`config.mk`:
```
export PLATFORM = sky130hd
export DESIGN_NAME = dmem_arbiter
export DESIGN_NICKNAME = d
export VERILOG_FILES = /design/src/rtl/dmem_arbiter.sv
export SDC_FILE = /design/constraint.sdc
export NUM_CORES = 1
export LEC_CHECK = 0
export ABC_AREA = 1
export BUFFER_PORTS_ARGS = -buffer_cell sky130_fd_sc_hd__buf_2
export CAP_MARGIN = 40
export CORE_ASPECT_RATIO = 1.75
export CORE_MARGIN = 4
export CORE_UTILIZATION = 42
export CTS_CLUSTER_DIAMETER = 30
export CTS_CLUSTER_SIZE = 14
export DETAILED_ROUTE_END_ITERATION = 6
export PLACE_DENSITY = 0.76
export SYNTH_ARGS = -nofsm -noshare
export SYNTH_HDL_FRONTEND = slang
export SYNTH_SLANG_ARGS = --single-unit
```
`constraint.sdc`:
```
create_clock -name clk -period 1.24 [get_ports clk]
set_input_delay 0.248 -clock clk [delete_from_list [all_inputs] [get_ports clk]]
set_output_delay 0.248 -clock clk [all_outputs]
set_load 0.05 [all_outputs]
```
`src/rtl/dmem_arbiter.sv`:
```
// Two-port round-robin arbiter and access sequencer in front of the data memory.
// One transaction per 3 cycles: grant (IDLE), memory access (ACCESS), response strobe (RESP).
module dmem_arbiter #(
  parameter int DM_ADDRESS = 9,
  parameter int DATA_W     = 32,
  parameter int FIXED_PRIO = 0
) (
  input  logic                  clk,
  input  logic                  reset,
  input  logic                  req0,
  input  logic                  req1,
  input  logic                  we0,
  input  logic                  we1,
  input  logic [DM_ADDRESS-1:0] addr0,
  input  logic [DM_ADDRESS-1:0] addr1,
  input  logic [DATA_W-1:0]     wdata0,
  input  logic [DATA_W-1:0]     wdata1,
  input  logic [2:0]            funct3_0,
  input  logic [2:0]            funct3_1,
  output logic                  gnt0,
  output logic                  gnt1,
  output logic                  rvalid0,
  output logic                  rvalid1,
  output logic [DATA_W-1:0]     rdata0,
  output logic [DATA_W-1:0]     rdata1,
  output logic                  err0,
  output logic                  err1,
  output logic                  mem_read,
  output logic                  mem_write,
  output logic [DM_ADDRESS-1:0] mem_a,
  output logic [DATA_W-1:0]     mem_wd,
  output logic [2:0]            mem_funct3,
  input  logic [DATA_W-1:0]     mem_rd
);

  typedef enum logic [1:0] {IDLE, ACCESS, RESP} state_t;

  state_t                state;
  state_t                state_nxt;
  logic                  rr_ptr;
  logic                  r_port;
  logic                  r_we;
  logic [DM_ADDRESS-1:0] r_addr;
  logic [DATA_W-1:0]     r_wdata;
  logic [2:0]            r_funct3;
  logic                  r_err;
  logic                  legal;
  logic [DATA_W-1:0]     capture;

  always_ff @(posedge clk) begin
    if (reset) begin
      state <= IDLE;
    end else begin
      state <= state_nxt;
    end
  end

  // Width/alignment legality of the registered request
  always_comb begin
    legal = 1'b0;
    case (r_funct3)
      3'b000:  legal = 1'b1;
      3'b100:  legal = ~r_we;
      3'b001:  legal = ~r_addr[0];
      3'b101:  legal = ~r_addr[0] & ~r_we;
      3'b010:  legal = (r_addr[1:0] == 2'b00);
      default: legal = 1'b0;
    endcase
  end

  assign capture = (legal && !r_we) ? mem_rd : '0;

  always_comb begin
    state_nxt  = state;
    gnt0       = 1'b0;
    gnt1       = 1'b0;
    rvalid0    = 1'b0;
    rvalid1    = 1'b0;
    err0       = 1'b0;
    err1       = 1'b0;
    mem_read   = 1'b0;
    mem_write  = 1'b0;
    mem_a      = '0;
    mem_wd     = '0;
    mem_funct3 = 3'b000;
    // Everything is gated by reset so a store in flight is never committed
    case (state)
      IDLE: begin
        if (!reset) begin
          if (FIXED_PRIO != 0) begin
            gnt0 = req0;
            gnt1 = req1 & ~req0;
          end else begin
            gnt0 = req0 & (~rr_ptr | ~req1);
            gnt1 = req1 & (rr_ptr | ~req0);
          end
        end
        if (gnt0 || gnt1) state_nxt = ACCESS;
      end
      ACCESS: begin
        state_nxt = RESP;
        if (legal && !reset) begin
          mem_read   = ~r_we;
          mem_write  = r_we;
          mem_a      = r_addr;
          mem_wd     = r_wdata;
          mem_funct3 = r_funct3;
        end
      end
      RESP: begin
        state_nxt = IDLE;
        if (!reset) begin
          rvalid0 = ~r_port;
          rvalid1 = r_port;
          err0    = ~r_port & r_err;
          err1    = r_port & r_err;
        end
      end
      default: state_nxt = IDLE;
    endcase
  end

  always_ff @(posedge clk) begin
    if (reset) begin
      rr_ptr   <= 1'b0;
      r_port   <= 1'b0;
      r_we     <= 1'b0;
      r_addr   <= '0;
      r_wdata  <= '0;
      r_funct3 <= 3'b000;
      r_err    <= 1'b0;
      rdata0   <= '0;
      rdata1   <= '0;
    end else begin
      if (gnt0 || gnt1) begin
        r_port   <= gnt1;
        r_we     <= gnt1 ? we1 : we0;
        r_addr   <= gnt1 ? addr1 : addr0;
        r_wdata  <= gnt1 ? wdata1 : wdata0;
        r_funct3 <= gnt1 ? funct3_1 : funct3_0;
        // The port that just lost (or did not ask) is favoured next time
        rr_ptr   <= gnt0;
      end
      if (state == ACCESS) begin
        r_err <= ~legal;
        if (r_port) begin
          rdata1 <= capture;
        end else begin
          rdata0 <= capture;
        end
      end
    end
  end

endmodule

```
# Yosys cells after proc, flatten, opt, wreduce, memory -nomap -nowiden
# Cells that the tools add are included.
# classes
addsub	0
mul	0
div	0
n_lt_le_gt_ge	0
n_eq_ne	7
n_shift	0
muxes	32
bitwise	14
reduce_logical	11
# op_table
cell	count
2-to-1 mux 32 bit	4
2-to-1 mux 9 bit	3
2-to-1 mux 1 bit	19
2-to-1 mux 3 bit	3
inverter 1 bit	7
equality test 3 bit, second input constant	2
bitwise AND 1 bit	5
case mux 1 bit (5 select lines)	1
zero test 2 bit	2
case mux 2 bit (2 select lines)	1
AND reduction 2 bit	2
equality test 3 x 1 -> 1 bit, second input constant	1
equality test 3 x 2 -> 1 bit, second input constant	1
zero test 3 bit	1
equality test 2 x 1 -> 1 bit, second input constant	1
equality test 2 bit, second input constant	1
logical AND 1 bit	2
zero test 1 bit	2
logical OR 1 bit	2
2-to-1 mux 2 bit	1
inequality test 2 bit, second input constant	1
bitwise OR 1 bit	2
# word_totals
reg_bits	114
latchBits	0
ramBits	0
mem_bits_ro	0
inputBits	126
output_inout_bits	116
word_cells	74
n_memories	0

# Longest topological paths before layout
# Gate-level depths: netlist of run 1.
# logic_depth
word_depth	8
mapped_depth	10
ltp_nobuf	8

# Least setup slack after synthesis of run 1
# No wires, ideal clock.
# synth_timing
kind	reg-to-output
startpoint	reg r_port
endpoint	out err0
t_arrival_ns	1.918
required_time_ns	0.992
path_slack_ns	-0.926
path_stages_with_launch	2
path_buffers	0
cell_sequence	dfxtp_1 -> nor4_1
# synth_between
elab_chain_cells	4
# synth_rtl
item	line	rtl
from (decl)	41	logic r_port;
from (signal assigned)	136	r_port <= gnt1;
inverter 1 bit (no line)	n/a	
bitwise AND 1 bit	115	err0 = ~r_port & r_err;
2-to-1 mux 1 bit	112	if (!reset) begin
2-to-1 mux 1 bit	87	case (state)
to (decl)	26	output logic err0,
# Every way passes these cells.

# Final worst setup path of run 1
# layout_timing
startpoint	reg r_addr[0]
endpoint	out mem_funct3[0]
# layout_between
elab_chain_cells	6
elab_cells_between_ends	7
cone_classes	3 x mux; 2 x bitwise; 2 x reduce/logical
# layout_rtl
item	line	rtl
from (decl)	43	logic [DM_ADDRESS-1:0] r_addr;
from (signal assigned)	138	r_addr <= gnt1 ? addr1 : addr0;
inverter 1 bit	64, 65	
bitwise AND 1 bit	65	3'b101: legal = ~r_addr[0] & ~r_we;
case mux 1 bit (5 select lines) (*)	61	case (r_funct3)
logical AND 1 bit (*)	102	if (legal && !reset) begin
2-to-1 mux 3 bit (*)	102	
2-to-1 mux 3 bit (*)	87	
to (decl)	32	output logic [2:0] mem_funct3,
# Mark *: on every way between the ends. The rest lies on a longest branch, timed or not.

==> flow_metrics.py, run 1 <==
metrics = {
    "pwr": {
        "peakVddDrop_v": 0.00104,
        "combPwrFrac_pct": 30.6,
        "clockPowerShare_pct": 37.0,
        "p_sw_share_pct": 34.5,
        "seqPwrFrac_pct": 32.3,
        "total_power_mw": 12.9,
        "power_leakage_nw": 4.77,
        "p_switching_mw": 4.44,
        "p_per_area_nw_per_um2": 1330,
        "intPower_mw": 8.42,
    },
    "clocking": {
        "cts-root-buf": "clkbuf_16",
        "cts.sinks": 114,
        "clk_path_buf_depth": 2,
        "clock_latency_ps": 410,
        "numCtsBuffers": 17,
        "htreeDepth": 4,
        "cts_tree": "yes",
        "path_clk_slew_ps": 50,
    },
    "yosys": {
        "ys_ff_latch": 114,
        "synth_cells": 820,
        "yosysTopAreaCellShare_pct": 43.6,
        "synthTopCellsByArea": "dfxtp_1 44%, nand2_1 14%, nor2_1 13%, inv_1 6.7%, a21oi_1 6.3%",
        "synth_compound_area_share_pct": 13.1,
        "ys_types": 20,
        "synth_xor_area_share_pct": 0,
        "synth_top_family_by_area": "simple AND/OR/NAND/NOR gates",
        "syn_area_per_cell_um2": 6.38,
        "yosysWarnings": 0,
        "synth_edf_count": 0,
        "yosysTopAreaCell": "dfxtp_1",
        "synthesis.area_um2": 5230,
        "synth_flop_cell": "dfxtp_1",
        "synth_fa_ha_area_share_pct": 0,
        "synthSimpleGateAreaFrac_pct": 31.7,
        "synth.net_count": 946,
        "async_flop_share_pct": 0,
        "synth_seq_area_share_pct": 43.6,
        "synth_mux_area_share_pct": 0,
    },
    "timing": {
        "worstMarginPinSlew_ps": 382,
        "timing.final.crit_share_pct": 166,
        "rsz0062_at_grt": "yes",
        "fmax_mhz": 484,
        "relSlewSlack_pct": 74.5,
        "slew_viol_final": 0,
        "fin_skew_ps": 8.66,
        "setup_ws_ps": -825,
        "fin_crit_ps": 2060,
        "setup_viol": 165,
        "hold_viol_final": 0,
    },
    "die": {
        "fp.dieH_um": 156,
        "io_pins": 242,
        "num_rows": 53,
        "dieWidth_um": 92.4,
        "start_util_pct": 43.1,
        "fp.coreArea_um2": 12100,
        "dieArea_um2": 14400,
    },
    "grt": {
        "gr-total-overflow": 0,
        "antenna_found_initial": 1,
        "grt_max_degree": 72,
        "grt_usage_pct": 29.2,
        "first_global_vias": 6852,
        "grt_pass1_wl_mm": 33.3,
    },
    "layout": {
        "drive_gt1_share_pct": 49.1,
        "stdcell_count": 1282,
        "final_common_cell": "buf_2",
        "n_fill_cell": 705,
        "num-nets-final": 1230,
        "areaGrowthSynthToFinish_pct": 84.2,
        "layout_common_cells": "125 x buf_2, 109 x dfxtp_1, 104 x nor2_1",
    },
    "worst_setup_path": {
        "critPathLaunchType": "register",
        "cp-end-kind": "output port",
        "timing.rr.end": "r_wdata[17]$_SDFFE_PP0P_",
        "crit_chain": "nand2_1, nand3_2, nand2_4, nand2_8, buf_4, nor2_4, buf_6",
        "required_ps": 990,
        "arrival_ps": 1820,
        "max_stage_delay_ps": 320,
        "reg2regPathDepth": 12,
        "critical_path_class": "reg -> out",
        "cp_slowest_cell": "dfxtp_1",
        "cp_max_fo": 5,
        "reg2reg_from": "state[0]$_SDFFE_PP0P_",
        "reg2reg_slack_ps": -530,
    },
    "placed_design": {
        "dp_hpwl_mm": 11.6,
        "port-buffer-count": 241,
        "dp.cells": 1222,
        "gp_congestion": 0.805,
    },
    "drt": {
        "drc_errors": 1,
        "first_iter_violations": 496,
        "vias_per_cell": 5.43,
        "vias": 6955,
        "wirelength_mm": 25.4,
        "wl_per_cell_um": 19.8,
        "antenna_left": 0,
        "drtPass1Iterations": 7,
    },
    "min_path": {
        "min_from": "mem_rd[15]",
        "min_path_cells": 3,
        "hp-class": "in -> reg",
        "hold_end": "rdata0[15]$_SDFFE_PP0P_",
    },
    "outcome": {
        "run_status": "finished, violations left",
        "violations": "design-rule violations, negative setup slack",
    },
    "job": {
        "max_cap_violations": 0,
    },
}
-- kinds of logic after synthesis --
kind of cell,after synthesis
AOI/OAI and AO/OA,134
buffers and inverters,149
DFF,114
and+or+nand+nor,423
-- worst max path at each step --
| stage | from | endpoint | slack, ps | depth (start not counted) |
|---|---|---|---|---|
| floorplan | r_we$_SDFFE_PP0P_ | mem_write | -380 | 3 |
| global placement | r_addr[1]$_SDFFE_PP0P_ | mem_a[3] | -240 | 7 |
| detailed placement | r_addr[1]$_SDFFE_PP0P_ | mem_wd[15] | -270 | 7 |
| CTS | r_addr[1]$_SDFFE_PP0P_ | mem_wd[15] | -600 | 7 |
| global route | r_addr[0]$_SDFFE_PP0P_ | mem_wd[31] | -860 | 7 |
| finish | r_addr[0]$_SDFFE_PP0P_ | mem_funct3[0] | -820 | 7 |
-- synthesized netlist by cell type, types with 3 or more instances --
master and number:
nor2_1 187, nor2_2 3, nand2_1 193, buf_4 4, o21ai_0 66, buf_1 4
buf_2 26, clkbuf_1 18, a21oi_1 66, dfxtp_1 114, nand3_1 34, inv_1 93
inv_2 3
-- cell type report --
type	count	area [um2]	area share, %
well taps	165	206	2.14
flip-flops and latches	114	2290	23.8
diodes	1	2.50	0.0260
inverters	97	364	3.78
clock inverters	13	139	1.44
multi-input cells	558	3380	35.1
clock buffers	18	439	4.56
repair buffers	316	2820	29.2
-- per-stage QoR --
step	TNS, ps	cell area, um2	utilization [%]	hold slack, ps	setup slack (ps)
5_1_grt	-84300	9640	79.4	132	-860
6_report	-77340	9640	79.4	134	-825
3_3_place_gp	-25960	7400	61.0	494	-245
4_1_cts	-52470	9280	76.4	98.0	-602
3_5_place_dp	-29130	7400	61.0	505	-265
2_1_floorplan	-15120	5680	-	320	-382
-- state kept, by name, summed over array words and instances (netlist names) --
name      flops
rdata0       32
r_funct3      3
rdata1       32
state         2
r_addr        9
r_port        1
r_we          1
r_wdata      32
rr_ptr        1
r_err         1
-- layer usage --
layer,global-route usage [%],routed length (um),up-vias
met1,29.5,8270,3148
met4,18.4,1930,0
met2,52.3,12700,538
met5,0,0,-
li1,-,-,3091
met3,8.20,2480,178
-- timing repair --
action | CTS | global route
hold buffers | 0 | 0
endpoints found under the setup margin | 224 | 174
buffers inserted | 19 | 8
resized for setup | 265 | 139
cloned | 11 | 1
pin swaps | 52 | 69
-- worst max-delay path: cells and delay by family (launching register included) --
| kind | cells | cell delay, ps |
|---|---|---|
| buffers and inverters | 2 | 370 |
| DFF | 1 | 320 |
| and+or+nand+nor | 5 | 710 |
-- power groups by stage --
stage          sequential (mW)  clock (mW)  combinational [mW]
3_5_place_dp              4.19           0                2.75
4_1_cts                   4.13        4.76                3.49
2_1_floorplan             4.69           0                1.40
3_3_place_gp              4.18           0                2.72
5_1_grt                   4.18        4.98                4.12
6_report                  4.16        4.76                3.94
(Power assumes the default switching activity.)
==> run 2: changes to the inputs <==
--- a/config.mk
+++ b/config.mk
@@ -14,6 +14,7 @@
 export CTS_CLUSTER_DIAMETER = 30
 export CTS_CLUSTER_SIZE = 14
 export DETAILED_ROUTE_END_ITERATION = 6
+export GPL_TIMING_DRIVEN = 0
 export PLACE_DENSITY = 0.76
 export SYNTH_ARGS = -nofsm -noshare
 export SYNTH_HDL_FRONTEND = slang
==> constraint.sdc (replaced) <==
create_clock -name clk -period 1.8 [get_ports clk]
set_input_delay 0.36 -clock clk [delete_from_list [all_inputs] [get_ports clk]]
set_output_delay 0.36 -clock clk [all_outputs]
set_load 0.05 [all_outputs]
==> run 2 against run 1 <==
  * The flow finishes with violations (negative setup slack)
  * First-iteration DRC count shrank 58%
  * Clock skew is essentially flat
  * Combinational power shrank 52%
  * Via count shrank 13%
  * Sequential cell count is the same
  * Register-to-register slack gained 680 ps
  * Cell count shrank 1.0%
  * Final area shrank 15%
  * Critical path type unchanged
==> flow_metrics.py, run 2 (synthesis results as in run 1) <==
metrics = {
    "timing": {
        "fmax_mhz": 498,
        "rsz0062_at_grt": "yes",
        "setup_ws_ps": -207,
        "worstMarginPinSlew_ps": 635,
        "relSlewSlack_pct": 57.6,
        "hold_viol_final": 0,
        "hold-worst-slack_ps": 244,
        "setup_viol": 46,
        "slew_viol_final": 0,
        "fin_crit_ps": 2010,
        "timing.final.crit_share_pct": 112,
        "fin_skew_ps": 9.13,
    },
    "drt": {
        "drtPass1Iterations": 5,
        "wirelength_mm": 18.2,
        "first_iter_violations": 209,
        "drc_errors": 0,
        "vias_per_cell": 4.77,
        "wl_per_cell_um": 14.4,
        "vias": 6047,
        "antenna_left": 0,
    },
    "clocking": {
        "numCtsBuffers": 17,
        "hold_buffers": 0,
        "cts_tree": "yes",
        "clk_path_buf_depth": 2,
        "cts.sinks": 114,
        "path_clk_slew_ps": 60,
        "clock_latency_ps": 400,
        "htreeDepth": 4,
        "cts-root-buf": "clkbuf_16",
    },
    "worst_setup_path": {
        "timing.rr.end": "rdata0[16]$_SDFFE_PP0P_",
        "reg2regPathDepth": 7,
        "cp-end-kind": "output port",
        "crit_chain": "nand2_1, nand3_2, nand2_4, nand2_8, clkbuf_16, nor2_4, buf_8",
        "reg2reg_from": "r_we$_SDFFE_PP0P_",
        "cp_slowest_cell": "dfxtp_2",
        "critPathLaunchType": "register",
        "arrival_ps": 1650,
        "reg2reg_slack_ps": 150,
        "required_ps": 1440,
        "critical_path_class": "reg -> out",
        "cp_max_fo": 8,
        "max_stage_delay_ps": 350,
    },
    "grt": {
        "first_global_vias": 5952,
        "gr-total-overflow": 0,
        "grt_pass1_wl_mm": 27.9,
        "grt_usage_pct": 24.0,
        "grt_max_degree": 17,
        "antenna_found_initial": 1,
    },
    "layout": {
        "top_regs": "r_wdata: 32 flops, rdata0: 32 flops, rdata1: 32 flops",
        "final_common_cell": "buf_2",
        "stdcell_count": 1269,
        "num-nets-final": 1216,
        "layout_common_cells": "212 x buf_2, 189 x nand2_1, 138 x nor2_1",
        "areaGrowthSynthToFinish_pct": 56.7,
        "drive_gt1_share_pct": 35.4,
    },
    "outcome": {
        "run_status": "finished, violations left",
        "violations": "negative setup slack",
    },
    "min_path": {
        "hp-class": "in -> reg",
        "min_from": "mem_rd[1]",
        "min_path_cells": 3,
        "hold_end": "rdata1[1]$_SDFFE_PP0P_",
    },
    "placed_design": {
        "dp.cells": 1226,
        "port-buffer-count": 241,
        "gp_congestion": 0.843,
        "dp_hpwl_mm": 12.8,
    },
    "die": {
        "dieWidth_um": 92.4,
        "fp.dieH_um": 156,
        "num_rows": 53,
        "io_pins": 242,
        "start_util_pct": 43.1,
        "dieArea_um2": 14400,
        "fp.coreArea_um2": 12100,
    },
    "pwr": {
        "p_per_area_nw_per_um2": 1020,
        "power_leakage_nw": 4.31,
        "total_power_mw": 8.35,
        "peakVddDrop_v": 0.000843,
    },
    "job": {
        "max_cap_violations": 0,
    },
}
==> run 2: changes by cell type in the layout (fill, tap and decap cells not counted), sizes merged <==
cell,before,now
buf,314,281
clkbuf,20,39
clkinvlp,5,1
inv,96,99
bufinv,2,4
==> run 2: how the worst max path moves through the flow <==
stage | startpoint | endpoint | slack (ps) | depth (start not counted)
2_1_floorplan | r_funct3[2]$_SDFFE_PP0P_ | mem_a[0] | -170 | 6
3_3_place_gp | r_funct3[1]$_SDFFE_PP0P_ | mem_wd[0] | -350 | 7
3_5_place_dp | r_funct3[1]$_SDFFE_PP0P_ | mem_wd[27] | -330 | 7
4_1_cts | r_funct3[2]$_SDFFE_PP0P_ | mem_wd[14] | -190 | 7
5_1_grt | r_funct3[2]$_SDFFE_PP0P_ | mem_wd[17] | -280 | 7
6_report | r_we$_SDFFE_PP0P_ | mem_a[3] | -210 | 7
==> run 2: area by class of cell <==
cell class | instances | area, um2
Inverter | 97 | 365
Timing Repair Buffer | 250 | 1680
Sequential cell | 114 | 2290
Fill cell | 1018 | 3940
Clock inverter | 14 | 203
Clock buffer | 18 | 429
Buffer | 52 | 304
Tap cell | 165 | 206
Antenna cell | 1 | 2.50
Multi-Input combinational cell | 558 | 2720
==> run 2: layer usage <==
| layer | up-vias | GRT usage (%) | share of wire, % |
|---|---|---|---|
| li1 | 3054 | - | - |
| met2 | 223 | 45.4 | 56 |
| met5 | - | 0 | 0 |
| met1 | 2730 | 24.7 | 35 |
| met4 | 0 | 9.99 | 2.6 |
| met3 | 40 | 5.74 | 6.1 |
==> run 2: repair_timing <==
action | CTS | global route
buffers inserted | 4 | 2
endpoints found under the setup margin | 49 | 52
gates cloned | 2 | 2
pin swaps | 4 | 7
gates resized for setup | 159 | 77
==> run 2: critical path: cells and delay by family (launching register included) <==
kind,cells,cell delay [ps]
buffers and inverters,2,360
and+or+nand+nor,5,530
DFF,1,350
==> run 2: where the power goes <==
| group | leakage [nW] | total (mW) | internal (mW) | switching (mW) |
|---|---|---|---|---|
| logic | 3.07 | 1.91 | 0.592 | 1.31 |
| clock network | 0.305 | 3.60 | 2.34 | 1.26 |
| registers | 0.936 | 2.85 | 2.75 | 0.0999 |
==> run 2: metrics by stage <==
step / setup TNS [ps] / area, um2 / util [%] / worst slack (ps)
final: -7350 / 8200 / 67.6 / -207
after global routing: -10740 / 8200 / 67.6 / -279
after CTS: -7190 / 7850 / 64.7 / -190
after detailed placement: -11740 / 6660 / 54.9 / -334
after global placement: -11780 / 6660 / 54.9 / -352
after floorplan: -7010 / 5250 / - / -175
==> run 3: changes to the inputs <==
--- a/config.mk
+++ b/config.mk
@@ -16,6 +16,7 @@
 export DETAILED_ROUTE_END_ITERATION = 6
 export GPL_TIMING_DRIVEN = 0
 export PLACE_DENSITY = 0.76
+export RECOVER_POWER = 50
 export SYNTH_ARGS = -nofsm -noshare
 export SYNTH_HDL_FRONTEND = slang
 export SYNTH_SLANG_ARGS = --single-unit
==> run 3 against run 2 <==
  * The run still ends with negative setup slack left
  * Critical path depth unchanged
  * Via count about the same
  * Sequential share of layout area up 0.32 points
  * Core utilization down 0.76 points
  * Cell count unchanged
  * Count of clock-buffer cells in the layout unchanged
  * Final area down 1.1%
  * Register-to-register slack worse by 120 ps
  * Critical endpoint unchanged
  * Largest cell class unchanged
==> flow_metrics.py, run 3 (synthesis results as in run 1) <==
metrics = {
    "timing": {
        "fin_skew_ps": 9.70,
        "setup_ws_ps": -206,
        "fin_crit_ps": 2010,
        "slew_viol_final": 0,
        "fmax_mhz": 498,
        "hold_viol_final": 0,
        "setup_viol": 46,
        "worstMarginPinSlew_ps": 659,
        "timing.final.crit_share_pct": 111,
        "rsz0062_at_grt": "yes",
        "relSlewSlack_pct": 56.2,
        "hold-worst-slack_ps": 244,
    },
    "drt": {
        "antenna_left": 0,
        "first_iter_violations": 201,
        "drc_errors": 0,
        "vias_per_cell": 4.77,
        "wl_per_cell_um": 14.4,
        "vias": 6053,
        "drtPass1Iterations": 6,
        "wirelength_mm": 18.2,
    },
    "pwr": {
        "intPower_mw": 5.65,
        "power_leakage_nw": 4.04,
        "clockPowerShare_pct": 43.2,
        "p_sw_share_pct": 32.1,
        "peakVddDrop_v": 0.000843,
        "p_per_area_nw_per_um2": 1030,
        "p_switching_mw": 2.67,
        "seqPwrFrac_pct": 34.3,
        "total_power_mw": 8.32,
        "combPwrFrac_pct": 22.5,
    },
    "grt": {
        "first_global_vias": 5952,
        "antenna_found_initial": 1,
        "grt_pass1_wl_mm": 27.9,
        "gr-total-overflow": 0,
        "grt_usage_pct": 24.0,
        "grt_max_degree": 17,
    },
    "clocking": {
        "numCtsBuffers": 17,
        "hold_buffers": 0,
        "clock_latency_ps": 410,
        "htreeDepth": 4,
        "path_clk_slew_ps": 60,
        "clk_path_buf_depth": 2,
        "cts_tree": "yes",
        "cts.sinks": 114,
        "cts-root-buf": "clkbuf_16",
    },
    "die": {
        "io_pins": 242,
        "start_util_pct": 43.1,
        "fp.dieH_um": 156,
        "num_rows": 53,
        "dieArea_um2": 14400,
        "dieWidth_um": 92.4,
        "fp.coreArea_um2": 12100,
    },
    "layout": {
        "final_common_cell": "nand2_1",
        "drive_gt1_share_pct": 29.3,
        "n_fill_cell": 1052,
        "num-nets-final": 1216,
        "areaGrowthSynthToFinish_pct": 54.9,
        "top_regs": "r_wdata: 32 flops, rdata0: 32 flops, rdata1: 32 flops",
        "design_area_um2": 8110,
        "layout_common_cells": "189 x nand2_1, 143 x buf_2, 139 x nor2_1",
    },
    "min_path": {
        "hp-class": "in -> reg",
        "min_from": "mem_rd[1]",
        "hold_end": "rdata1[1]$_SDFFE_PP0P_",
        "min_path_cells": 3,
    },
    "worst_setup_path": {
        "critPathLaunchType": "register",
        "reg2reg_slack_ps": 30,
        "required_ps": 1440,
        "cp_max_fo": 8,
        "reg2reg_from": "state[1]$_SDFFE_PP0P_",
        "arrival_ps": 1650,
        "cp-end-kind": "output port",
        "timing.rr.end": "rdata1[31]$_SDFFE_PP0P_",
        "critical_path_class": "reg -> out",
        "reg2regPathDepth": 7,
    },
    "placed_design": {
        "dp_hpwl_mm": 12.8,
        "gp_congestion": 0.843,
        "port-buffer-count": 241,
        "dp_slack_ps": -334,
        "place_area_um2": 6660,
    },
    "job": {
        "max_cap_violations": 0,
    },
    "outcome": {
        "violations": "negative setup slack",
        "run_status": "finished, violations left",
    },
}
[run 3: changes by cell type in the layout (fill, tap and decap cells not counted)]
cell      before  now
buf_2        212  143
clkbuf_1      18   84
clkbuf_2       0    3
a21oi_2        0    1
a21oi_4        1    0
nor2_1       138  139
nor2_2        15   14
[run 3: worst max-delay path, cell delays in order, from the launching register on]
cell and delay, ps:
dfxtp_2 350, nand2_1 80, nand3_2 90, nand2_4 120, nand2_8 130, clkbuf_16 200, nor2_4 110, buf_8 160
[run 3: how the worst max path moves through the flow]
stage / startpoint / end / slack (ps) / cells past startpoint
after floorplan: r_funct3[2]$_SDFFE_PP0P_ / mem_a[0] / -170 / 6
final: r_we$_SDFFE_PP0P_ / mem_a[3] / -210 / 7
after detailed placement: r_funct3[1]$_SDFFE_PP0P_ / mem_wd[27] / -330 / 7
after global routing: r_funct3[2]$_SDFFE_PP0P_ / mem_wd[17] / -280 / 7
after global placement: r_funct3[1]$_SDFFE_PP0P_ / mem_wd[0] / -350 / 7
after CTS: r_funct3[2]$_SDFFE_PP0P_ / mem_wd[14] / -190 / 7
[run 3: per-layer routing]
| layer | vias up | global-route usage [%] | share of wire [%] |
|---|---|---|---|
| li1 | 3056 | - | - |
| met1 | 2743 | 24.7 | 35 |
| met2 | 220 | 45.4 | 57 |
| met3 | 34 | 5.74 | 6.1 |
| met4 | 0 | 9.99 | 2.3 |
| met5 | - | 0 | 0 |
[run 3: what timing repair did]
action	in CTS	in global routing
setup buffers	4	2
setup endpoints to repair	49	52
cloned	2	2
pin swaps	4	7
resized for setup	159	77
[run 3: per-stage QoR]
stage               setup TNS (ps)  std cells  util (%)
finish                       -7350       1269      66.8
global route                -14840       1269      66.8
CTS                          -7190       1264      64.7
detailed placement          -11740       1226      54.9
global placement            -11780       1226      54.9
floorplan                    -7010        820         -
[run 3: layout make-up]
type | instances | area [um2] | area share (%)
Inverter | 97 | 365 | 4.51
Sequential cell | 114 | 2290 | 28.3
Antenna cell | 1 | 2.50 | 0.0309
Tap cell | 165 | 206 | 2.55
Timing Repair Buffer | 250 | 1600 | 19.7
Buffer | 52 | 302 | 3.72
Clock inverter | 14 | 203 | 2.50
Multi-Input combinational cell | 558 | 2710 | 33.5
Clock buffer | 18 | 429 | 5.29
[run 3: power groups by stage]
stage	Clock (mW)	Sequential [mW]	Combinational [mW]
3_3_place_gp	0	2.88	1.65
3_5_place_dp	0	2.88	1.66
5_1_grt	3.76	2.87	2.05
2_1_floorplan	0	3.22	0.828
6_report	3.60	2.85	1.87
4_1_cts	3.63	2.84	1.80
